## config.mk

```make
export PLATFORM = sky130hd
export DESIGN_NAME = spike_rate_decoder
export DESIGN_NICKNAME = d
export VERILOG_FILES = /design/src/rtl/spike_dec_pkg.sv /design/src/rtl/spike_rate_decoder_isi_timer.sv /design/src/rtl/spike_rate_decoder.sv
export SDC_FILE = /design/constraint.sdc
export NUM_CORES = 1
export LEC_CHECK = 0
export CAP_MARGIN = 20
export CORE_ASPECT_RATIO = 0.75
export CORE_MARGIN = 3
export CORE_UTILIZATION = 59
export DETAILED_ROUTE_END_ITERATION = 16
export GPL_TIMING_DRIVEN = 0
export PLACE_DENSITY = 0.94
export RECOVER_POWER = 50
export SLEW_MARGIN = 30
export SYNTH_ARGS = -nofsm -noshare
export SYNTH_HDL_FRONTEND = slang
export SYNTH_HIERARCHICAL = 1
export SYNTH_SLANG_ARGS = --single-unit
```

## constraint.sdc

```tcl
create_clock -name clk -period 3.5 [get_ports clk]
set_clock_uncertainty 0.1 [all_clocks]
set_input_delay 0.7 -clock clk [delete_from_list [all_inputs] [get_ports clk]]
set_output_delay 0.7 -clock clk [all_outputs]
set_load 0.01 [all_outputs]
```

## src/rtl/spike_dec_pkg.sv

```systemverilog
// Shared types, default widths and the saturating increment used by the
// spike rate decoder and its ISI timer.
package spike_dec_pkg;

    typedef enum logic {
        IDLE = 1'b0,
        RUN  = 1'b1
    } state_t;

    localparam int DEF_CNT_W = 8;
    localparam int DEF_WIN_W = 8;
    localparam int DEF_ISI_W = 8;

    // Callers narrow the result back to their own width with a size cast.
    function automatic logic [31:0] sat_inc(input logic [31:0] value,
                                            input logic [31:0] max_value);
        return (value >= max_value) ? max_value : value + 32'd1;
    endfunction

endpackage

```

## src/rtl/spike_rate_decoder_isi_timer.sv

```systemverilog
// Rising-edge detector on the spike line plus the inter-spike interval timer.
// The event strobe is shared with the parent window counter.
module isi_timer
    import spike_dec_pkg::*;
#(
    parameter int ISI_W = DEF_ISI_W
) (
    input  logic             clk,
    input  logic             reset,
    input  logic             run,
    input  logic             spike_in,
    output logic             spike_event,
    output logic [ISI_W-1:0] isi_out,
    output logic             isi_valid
);

    localparam logic [ISI_W-1:0] ISI_MAX = '1;

    logic             spike_q;
    logic             armed;
    logic [ISI_W-1:0] isi_cnt;
    logic [ISI_W-1:0] isi_inc;

    assign spike_event = spike_in & ~spike_q;
    assign isi_inc     = ISI_W'(sat_inc(32'(isi_cnt), 32'(ISI_MAX)));

    always_ff @(posedge clk) begin
        if (reset) begin
            spike_q <= 1'b0;
        end else begin
            spike_q <= spike_in;
        end
    end

    always_ff @(posedge clk) begin
        if (reset) begin
            armed     <= 1'b0;
            isi_cnt   <= '0;
            isi_out   <= '0;
            isi_valid <= 1'b0;
        end else if (!run) begin
            armed     <= 1'b0;
            isi_cnt   <= '0;
            isi_valid <= 1'b0;
        end else begin
            isi_valid <= 1'b0;
            if (spike_event) begin
                // First event only arms; the interval is measured from here.
                if (armed) begin
                    isi_out   <= isi_inc;
                    isi_valid <= 1'b1;
                end
                armed   <= 1'b1;
                isi_cnt <= '0;
            end else begin
                isi_cnt <= isi_inc;
            end
        end
    end

endmodule

```

## src/rtl/spike_rate_decoder.sv

```systemverilog
// Turns a neuron spike line back into a per-window spike count behind a
// valid/ready output register, plus the latest inter-spike interval.
module spike_rate_decoder
    import spike_dec_pkg::*;
#(
    parameter int CNT_W = DEF_CNT_W,
    parameter int WIN_W = DEF_WIN_W,
    parameter int ISI_W = DEF_ISI_W
) (
    input  logic             clk,
    input  logic             reset,
    input  logic             enable,
    input  logic             spike_in,
    input  logic [WIN_W-1:0] window_len,
    output logic [CNT_W-1:0] rate_out,
    output logic             rate_sat,
    output logic             rate_valid,
    input  logic             rate_ready,
    output logic             overrun,
    output logic [ISI_W-1:0] isi_out,
    output logic             isi_valid,
    output logic             dbg_state
);

    // Handshake: a result transfers on a cycle where rate_valid & rate_ready
    // are both high; rate_valid is a pure register output and rate_out/rate_sat
    // do not change while rate_valid is high and rate_ready is low.

    localparam logic [CNT_W-1:0] CNT_MAX = '1;

    state_t           state;
    logic [WIN_W-1:0] len_q;
    logic [WIN_W-1:0] wcnt;
    logic [WIN_W-1:0] len_last;
    logic [CNT_W-1:0] scount;
    logic [CNT_W-1:0] cnt_inc;
    logic [CNT_W-1:0] result_cnt;
    logic             sat_q;
    logic             ev_sat;
    logic             result_sat;
    logic             enable_q;
    logic             active;
    logic             win_done;
    logic             load;
    logic             spike_event;

    assign active     = (state == RUN) && enable;
    assign len_last   = len_q - WIN_W'(1);
    assign win_done   = active && (wcnt == len_last);
    assign cnt_inc    = CNT_W'(sat_inc(32'(scount), 32'(CNT_MAX)));
    assign ev_sat     = spike_event && (scount == CNT_MAX);
    assign result_cnt = spike_event ? cnt_inc : scount;
    assign result_sat = sat_q | ev_sat;
    assign load       = win_done && (!rate_valid || rate_ready);
    assign dbg_state  = state;

    isi_timer #(
        .ISI_W(ISI_W)
    ) u_isi_timer (
        .clk        (clk),
        .reset      (reset),
        .run        (active),
        .spike_in   (spike_in),
        .spike_event(spike_event),
        .isi_out    (isi_out),
        .isi_valid  (isi_valid)
    );

    always_ff @(posedge clk) begin
        if (reset) begin
            state      <= IDLE;
            len_q      <= '0;
            wcnt       <= '0;
            scount     <= '0;
            sat_q      <= 1'b0;
            enable_q   <= 1'b0;
            rate_out   <= '0;
            rate_sat   <= 1'b0;
            rate_valid <= 1'b0;
            overrun    <= 1'b0;
        end else begin
            enable_q <= enable;

            case (state)
                IDLE: begin
                    wcnt   <= '0;
                    scount <= '0;
                    sat_q  <= 1'b0;
                    if (enable) begin
                        state <= RUN;
                        len_q <= window_len;
                    end
                end
                RUN: begin
                    if (!enable) begin
                        state  <= IDLE;
                        wcnt   <= '0;
                        scount <= '0;
                        sat_q  <= 1'b0;
                    end else if (win_done) begin
                        // Back-to-back windows: the next one starts right away.
                        wcnt   <= '0;
                        scount <= '0;
                        sat_q  <= 1'b0;
                        len_q  <= window_len;
                    end else begin
                        wcnt <= wcnt + WIN_W'(1);
                        if (spike_event) begin
                            scount <= cnt_inc;
                            sat_q  <= sat_q | ev_sat;
                        end
                    end
                end
                default: state <= IDLE;
            endcase

            if (win_done) begin
                if (load) begin
                    rate_out   <= result_cnt;
                    rate_sat   <= result_sat;
                    rate_valid <= 1'b1;
                end else begin
                    overrun <= 1'b1;
                end
            end else if (rate_valid && rate_ready) begin
                rate_valid <= 1'b0;
            end

            if (enable_q && !enable) begin
                overrun <= 1'b0;
            end
        end
    end

endmodule

```

==> impl_results.md, run 1 <==
- Internal power: 0.907 mW
- Pre-antenna DRT Iters: 4
- Minimum clock period: 2670 ps
- Most frequent cells after synthesis: dfxtp_1, nor2_1, nand2b_1
- Critical path endpoint category: flip-flop
- Min-Delay Path Class: reg -> reg
- Rows: 20
- Sequential Power Share: 0.557
- Count leader, synth: dfxtp_1
- Clk slew on worst S/H paths: around 100 ps
- Final wirelength: 5.40 mm
- Clk root buf: clkbuf_8
- First-pass GRT wire length: approximately 9.4 mm
- DP Area: a little over 3000 um2
- EDFF count, synth: 0
- Post-CTS Setup Bufs: 0
- Die X: 83.5 um
- Worst Path Arrival: 2810 ps
- Vias per cell: ~5.7
- Routed WL per cell: approximately 14 um
- Total of warnings raised by yosys: 6
- Ys async rst share: 0
- Largest net degree at the start of global routing: 18
- Slew Limit Fails: 0
- RSZ-0062 raised after global routing: no
- Status: finished clean
- Synthesized flop and latch total: 56
- DRC: 0
- Dominant synthesized flop cell: dfxtp_1
- # clock sinks: between 50 and 60
- Longest Clk Path Bufs: 2
- Share of post-route cells with drive strength above 1: 0.110
- Diode count: 0
- DP HPWL: 4.05 mm
- Mapped Cells: about 280
- Peak Freq: 374 MHz
- Syn_area_per_cell: 9.59 um2
- Share of the synthesized area in the top cell type: 0.422
- # resized after CTS: 0
- VDD IR-drop max: 0.254 mV
- WHS: roughly 390 ps
- Drt first-iter violations: 264
- Grt ovf: 0
- DIE AREA: 5350 um2
- Cell repeated most along the worst path: clkbuf_1
- Htree depth: 2
- Power per cell area: 376 nW/um2
- CP required: roughly 3600 ps
- Routability cong.: between 0.8 and 0.9
- Initial antenna violation count: 0
- Max-Cap Viols: 0
- Mapped Nets: 294
- Setup crit start kind: primary input
- CP peak stage delay: 640 ps
- Clock share of power: 0.363
- Top area cells in the synthesized netlist: dfxtp_1, nor2_1, mux2i_1
- Slowest CP cell: dlygate4sd3_1
- Final hold violation count: 0
- Post-synthesis sequential area ratio: 0.422
- Initial Utilization: 0.635
- Relative slew slack: 0.583
- Sw power: 0.270 mW
- Least-Margin Pin Slew: 620 ps
- Number of global-route vias before repair: 2062
- Area grow syn2layout: 17.9%
- CTS Buf Count: 5
- Detail Route Antenna Nets: 0
- Area of the multi-input gates: about 1400 um2
- FILL cells: approximately 290
- CTS Hold Buffers Added: 0
- IO Port Bufs: 33
- Clk_lat worst skew: 310 ps
- CP cell instances: dlygate4sd3_1 -> nand2_1 -> inv_1 -> and3_1 -> clkbuf_1 -> clkbuf_1 -> nor2_2 -> a211oi_2
- Finished Cell Area: roughly 3100 um2
- Logic pwr share: 0.080
- DIE HEIGHT: 64.1 um
- Final setup fails: 0
- Cell variety after synth: 54
- P_leak: ~1.3 nW
- Layout Nets: 334
- Area leader, netlist: dfxtp_1
- Vias: 2122
- I/O pin count: 34
- Reg2Reg Setup Slack: between 1000 and 1500 ps
- TritonCTS clock tree: yes
- CP max FO: 10
- FF/Latch Area: around 1100 um2
- Total track usage: 0.216
- Final TNS setup: 0 ps
- Core box area: 4180 um2
- Final period util: 0.764
- Synthesized area: between 2000 and 3000 um2
- WS Path Type: in -> reg
- Switching Share: 0.230
==> layer usage <==
layer / global-route usage / vias to the layer above / share of wire
met5: 0 / - / 0
met4: 0.0743 / 0 / 0.014
met1: 0.287 / 1009 / 0.47
li1: - / 1045 / -
met3: 0.0477 / 11 / 0.055
met2: 0.350 / 57 / 0.46
==> through the flow <==
stage / power [mW] / utilization / std cells / setup slack (ps)
3_3_place_gp: 0.761 / 0.731 / 365 / 634
6_report: 1.18 / 0.749 / 373 / 826
5_1_grt: 1.22 / 0.749 / 373 / 653
2_1_floorplan: 0.733 / - / 277 / 1320
3_5_place_dp: 0.765 / 0.731 / 365 / 609
4_1_cts: 1.19 / 0.757 / 373 / 915
==> path summary, 6_finish.rpt <==
path	cells after the start	to	startpoint
max	8	u_isi_timer/isi_out[4]	enable
min	2	rate_out[2]	rate_out[2]
max reg2reg	7	rate_out[7]	len_q[0]
min reg2reg	2	rate_out[2]	rate_out[2]
==> logic make-up (layout without fill, tap and decap cells) <==
| group | count (synthesis) | after routing | share of synthesized area |
|---|---|---|---|
| AND/OR/NAND/NOR | 126 | 126 | 0.270 |
| flip-flops | 56 | 56 | 0.422 |
| multiplexers | 19 | 19 | 0.0745 |
| AO/OA/AOI/OAI | 36 | 36 | 0.113 |
| buffers and inverters | 17 | 58 | 0.0391 |
| XOR/XNOR | 19 | 19 | 0.0627 |
| adder cells (fa/ha/maj) | 4 | 4 | 0.0189 |
==> power by group through the flow <==
stage	Clock (mW)	Combinational, mW	Sequential [mW]
final	0.427	0.0947	0.656
after global routing	0.463	0.104	0.657
after CTS	0.434	0.0956	0.655
after detailed placement	0	0.0952	0.670
after global placement	0	0.0912	0.670
after floorplan	0	0.0651	0.668
==> layout by cell type, fill, tap and decap left out, drive strengths merged, types with 3 or more instances in the layout <==
cell / n
nor2: 46
nand2b: 20
nand2: 5
buf: 3
clkbuf: 14
nand4: 8
nor3: 5
inv: 7
a211oi: 10
xor2: 11
mux2i: 13
and4: 3
mux2: 6
and3: 7
clkdlybuf4s50: 10
nor2b: 14
nand3: 8
xnor2: 8
dlygate4sd3: 23
a21oi: 8
dfxtp: 56
ha: 4
==> layout make-up <==
class / count / area share
well taps: 55 / 0.0220
clock buffers: 6 / 0.0232
flip-flops and latches: 56 / 0.358
plain buffers: 11 / 0.0180
repair buffers: 33 / 0.106
clock inverters: 2 / 0.0124
multi-input cells: 204 / 0.454
inverters: 6 / 0.00719
==> worst max-delay path: cells and delay by family <==
kind	cells	cell delay, ps
buffers and inverters	4	1500
and+or+nand+nor	3	400
AOI/OAI and AO/OA	1	210
==> registers in the layout, summed over array words and instances, names as in the netlist, 8 cells and up <==
signal               count
wcnt                     8
rate_out                 8
scount                   8
u_isi_timer/isi_cnt      8
len_q                    8
u_isi_timer/isi_out      8
Note: power is estimated with default switching activity, not from simulation.
==> run 2, diff against run 1 <==
- CORE_UTILIZATION: 59 -> 49
- PLACE_DENSITY: 0.94 -> 0.85
- clock period: 3.5 -> 2.3 ns (I/O delays scaled with it)
==> impl_results.md, run 2 (same netlist as run 1, synthesis figures left out) <==
- Final hold violation count: 0 (unchanged)
- Min-Delay Path Class: reg -> reg (unchanged)
- Diode count: 0 (unchanged)
- Vias per cell: 5.24 (was 5.69)
- Crit Reg-Reg Endpoint: len_q[2] (was rate_out[7])
- I/O pin count: 34 (unchanged)
- DRC: 0 (unchanged)
- Share of post-route cells with drive strength above 1: 0.134 (was 0.110)
- Final period util: 0.956
- Clk_lat worst skew: 310 ps (about the same)
- Relative slew slack: 0.577 (was 0.583)
- Die X: 91.0 um (was 83.5 um)
- Commonest non-fill, non-tap cell in the layout: dfxtp_1 (unchanged)
- CTS Buf Count: 5 (unchanged)
- Initial Utilization: 0.524 (was 0.635)
- CP cell instances: inv_1 -> ha_1 -> and2_4 -> o21a_1 -> o31ai_4 -> a41o_2 -> buf_4 -> mux2i_1 (was dlygate4sd3_1 -> nand2_1 -> inv_1 -> and3_1 -> clkbuf_1 -> clkbuf_1 -> nor2_2 -> a211oi_2)
- Layout Nets: 337 (was 334)
- # clock sinks: 56 (unchanged)
- CP peak stage delay: 390 ps (was 640 ps)
- Detail Route Antenna Nets: 0 (unchanged)
- Core Util, Final: 0.635 (was 0.749)
- Reg2Reg Setup Slack: 100 ps (was 1070 ps)
- Crit path depth: 8 (unchanged)
- Number of global-route vias before repair: 1967 (was 2062)
- Rows: 22 (was 20)
- R2r startpoint: len_q[0] (unchanged)
- Slew Limit Fails: 0 (unchanged)
- DIE AREA: 6350 um2 (was 5350 um2)
- Routability cong.: 0.899 (was 0.897)
- Clk slew on worst S/H paths: 100 ps (about the same)
- Longest Clk Path Bufs: 2 (unchanged)
- CP delay by family, top: compound AO/OA/AOI/OAI gates (was buffers and inverters)
- Htree depth: 2 (unchanged)
- Minimum clock period: about 2200 ps
- Area grow syn2layout: 21.1% (was 17.9%)
- Power per cell area: 559 nW/um2 (was 376 nW/um2)
- Critical path endpoint category: flip-flop (unchanged)
- Drt first-iter violations: 101 (was 264)
- RSZ-0062 raised after global routing: yes (was no)
- Vias: 2060 (was 2122)
- Max-Cap Viols: 0 (unchanged)
- Initial antenna violation count: 0 (unchanged)
- DP Area: 3080 um2 (was 3050 um2)
- VDD IR-drop max: 0.351 mV (was 0.254 mV)
- Worst Path Arrival: 2350 ps (was 2810 ps)
- CP Launch Point: len_q[0] (was enable)
- Clk root buf: clkbuf_8 (unchanged)
- CP required: 2450 ps (was 3640 ps)
- IO Port Bufs: 33 (unchanged)
- WHS: 377 ps (was 388 ps)
- Least-Margin Pin Slew: 630 ps (was 620 ps)
- P_leak: 1.28 nW (was 1.26 nW)
- Pre-antenna DRT Iters: 4 (unchanged)
- CP max FO: 8 (was 10)
- Total track usage: 0.172 (was 0.216)
- First-pass GRT wire length: 9.03 mm (was 9.37 mm)
- DP HPWL: 3.86 mm (was 4.05 mm)
- Final setup fails: 0 (unchanged)
- Slowest CP cell: dfxtp_4 (was dlygate4sd3_1)
- DIE HEIGHT: 69.8 um (was 64.1 um)
- WS Path Type: reg -> reg (was in -> reg)
- Setup crit start kind: flip-flop (was primary input)
- Largest net degree at the start of global routing: 18 (unchanged)
- Most frequent cells in the layout: dfxtp_1, nor2_1, dlygate4sd3_1 (unchanged)
- CP bufs+invs: 2 (was 4)
- Finished Cell Area: 3210 um2 (was 3130 um2)
- TritonCTS clock tree: yes (unchanged)
- R2R depth: 8 (was 7)
- Peak Freq: 455 MHz
- CTS Hold Buffers Added: 0 (unchanged)
- CP endpoint: len_q[2] (was u_isi_timer/isi_out[4])
- Status: finished clean (unchanged)
- Final wirelength: 5.41 mm (was 5.40 mm)
- Routed WL per cell: 13.8 um (was 14.5 um)
- Grt ovf: 0 (unchanged)
- Total Power: 1.80 mW (was 1.18 mW)
- Core box area: 5060 um2 (was 4180 um2)
-- run 2: worst min-delay path, stage by stage (launching register included) --
cell and delay, ps:
dfxtp_1 320, nor2_1 50, nor2_1 80
-- run 2: power by group --
group          switching (mW)  leakage (nW)  internal, mW
clock                   0.319        0.0541         0.322
combinational          0.0813         0.773        0.0764
sequential             0.0166         0.454         0.981
-- run 2: final cells by class --
cell class	instances	area [um2]
repair buffers	36	353
inverters	6	22.5
clock buffers	5	68.8
clock inverters	3	42.5
fillers	435	1850
well taps	72	90.1
multi-input cells	204	1440
plain buffers	11	72.6
flip-flops and latches	56	1130
-- run 2: worst min path at each step --
stage          startpoint       to  slack (ps)  depth (start not counted)
5_1_grt           wcnt[0]  wcnt[0]         420                          1
2_1_floorplan       sat_q    sat_q         330                          2
6_report            sat_q    sat_q         380                          2
3_3_place_gp        sat_q    sat_q         340                          2
4_1_cts             sat_q    sat_q         380                          2
3_5_place_dp        sat_q    sat_q         350                          2
-- run 2: timing repair --
| item | CTS | global route |
|---|---|---|
| setup endpoints to repair | 25 | 17 |
| pin swaps | 2 | 2 |
| resized for setup | 3 | 5 |
| hold endpoints to repair | 0 | 0 |
| buffers inserted | 2 | 1 |
-- run 2: through the flow --
stage / TNS, ps / setup WS (ps) / instances
floorplan: 0 / 182 / 277
global placement: -986 / -337 / 382
detailed placement: -1830 / -364 / 382
CTS: 0 / 67.1 / 392
global route: -2.46 / -2.46 / 393
finish: 0 / 101 / 393
-- run 2: routing by layer --
metal  vias to the layer above  global-route usage  wire [um]
met5                         -                   0          0
met4                         0              0.0502         64
met3                         6              0.0358        200
met2                        36               0.277       2560
met1                       967               0.231       2580
li1                       1051                   -          -
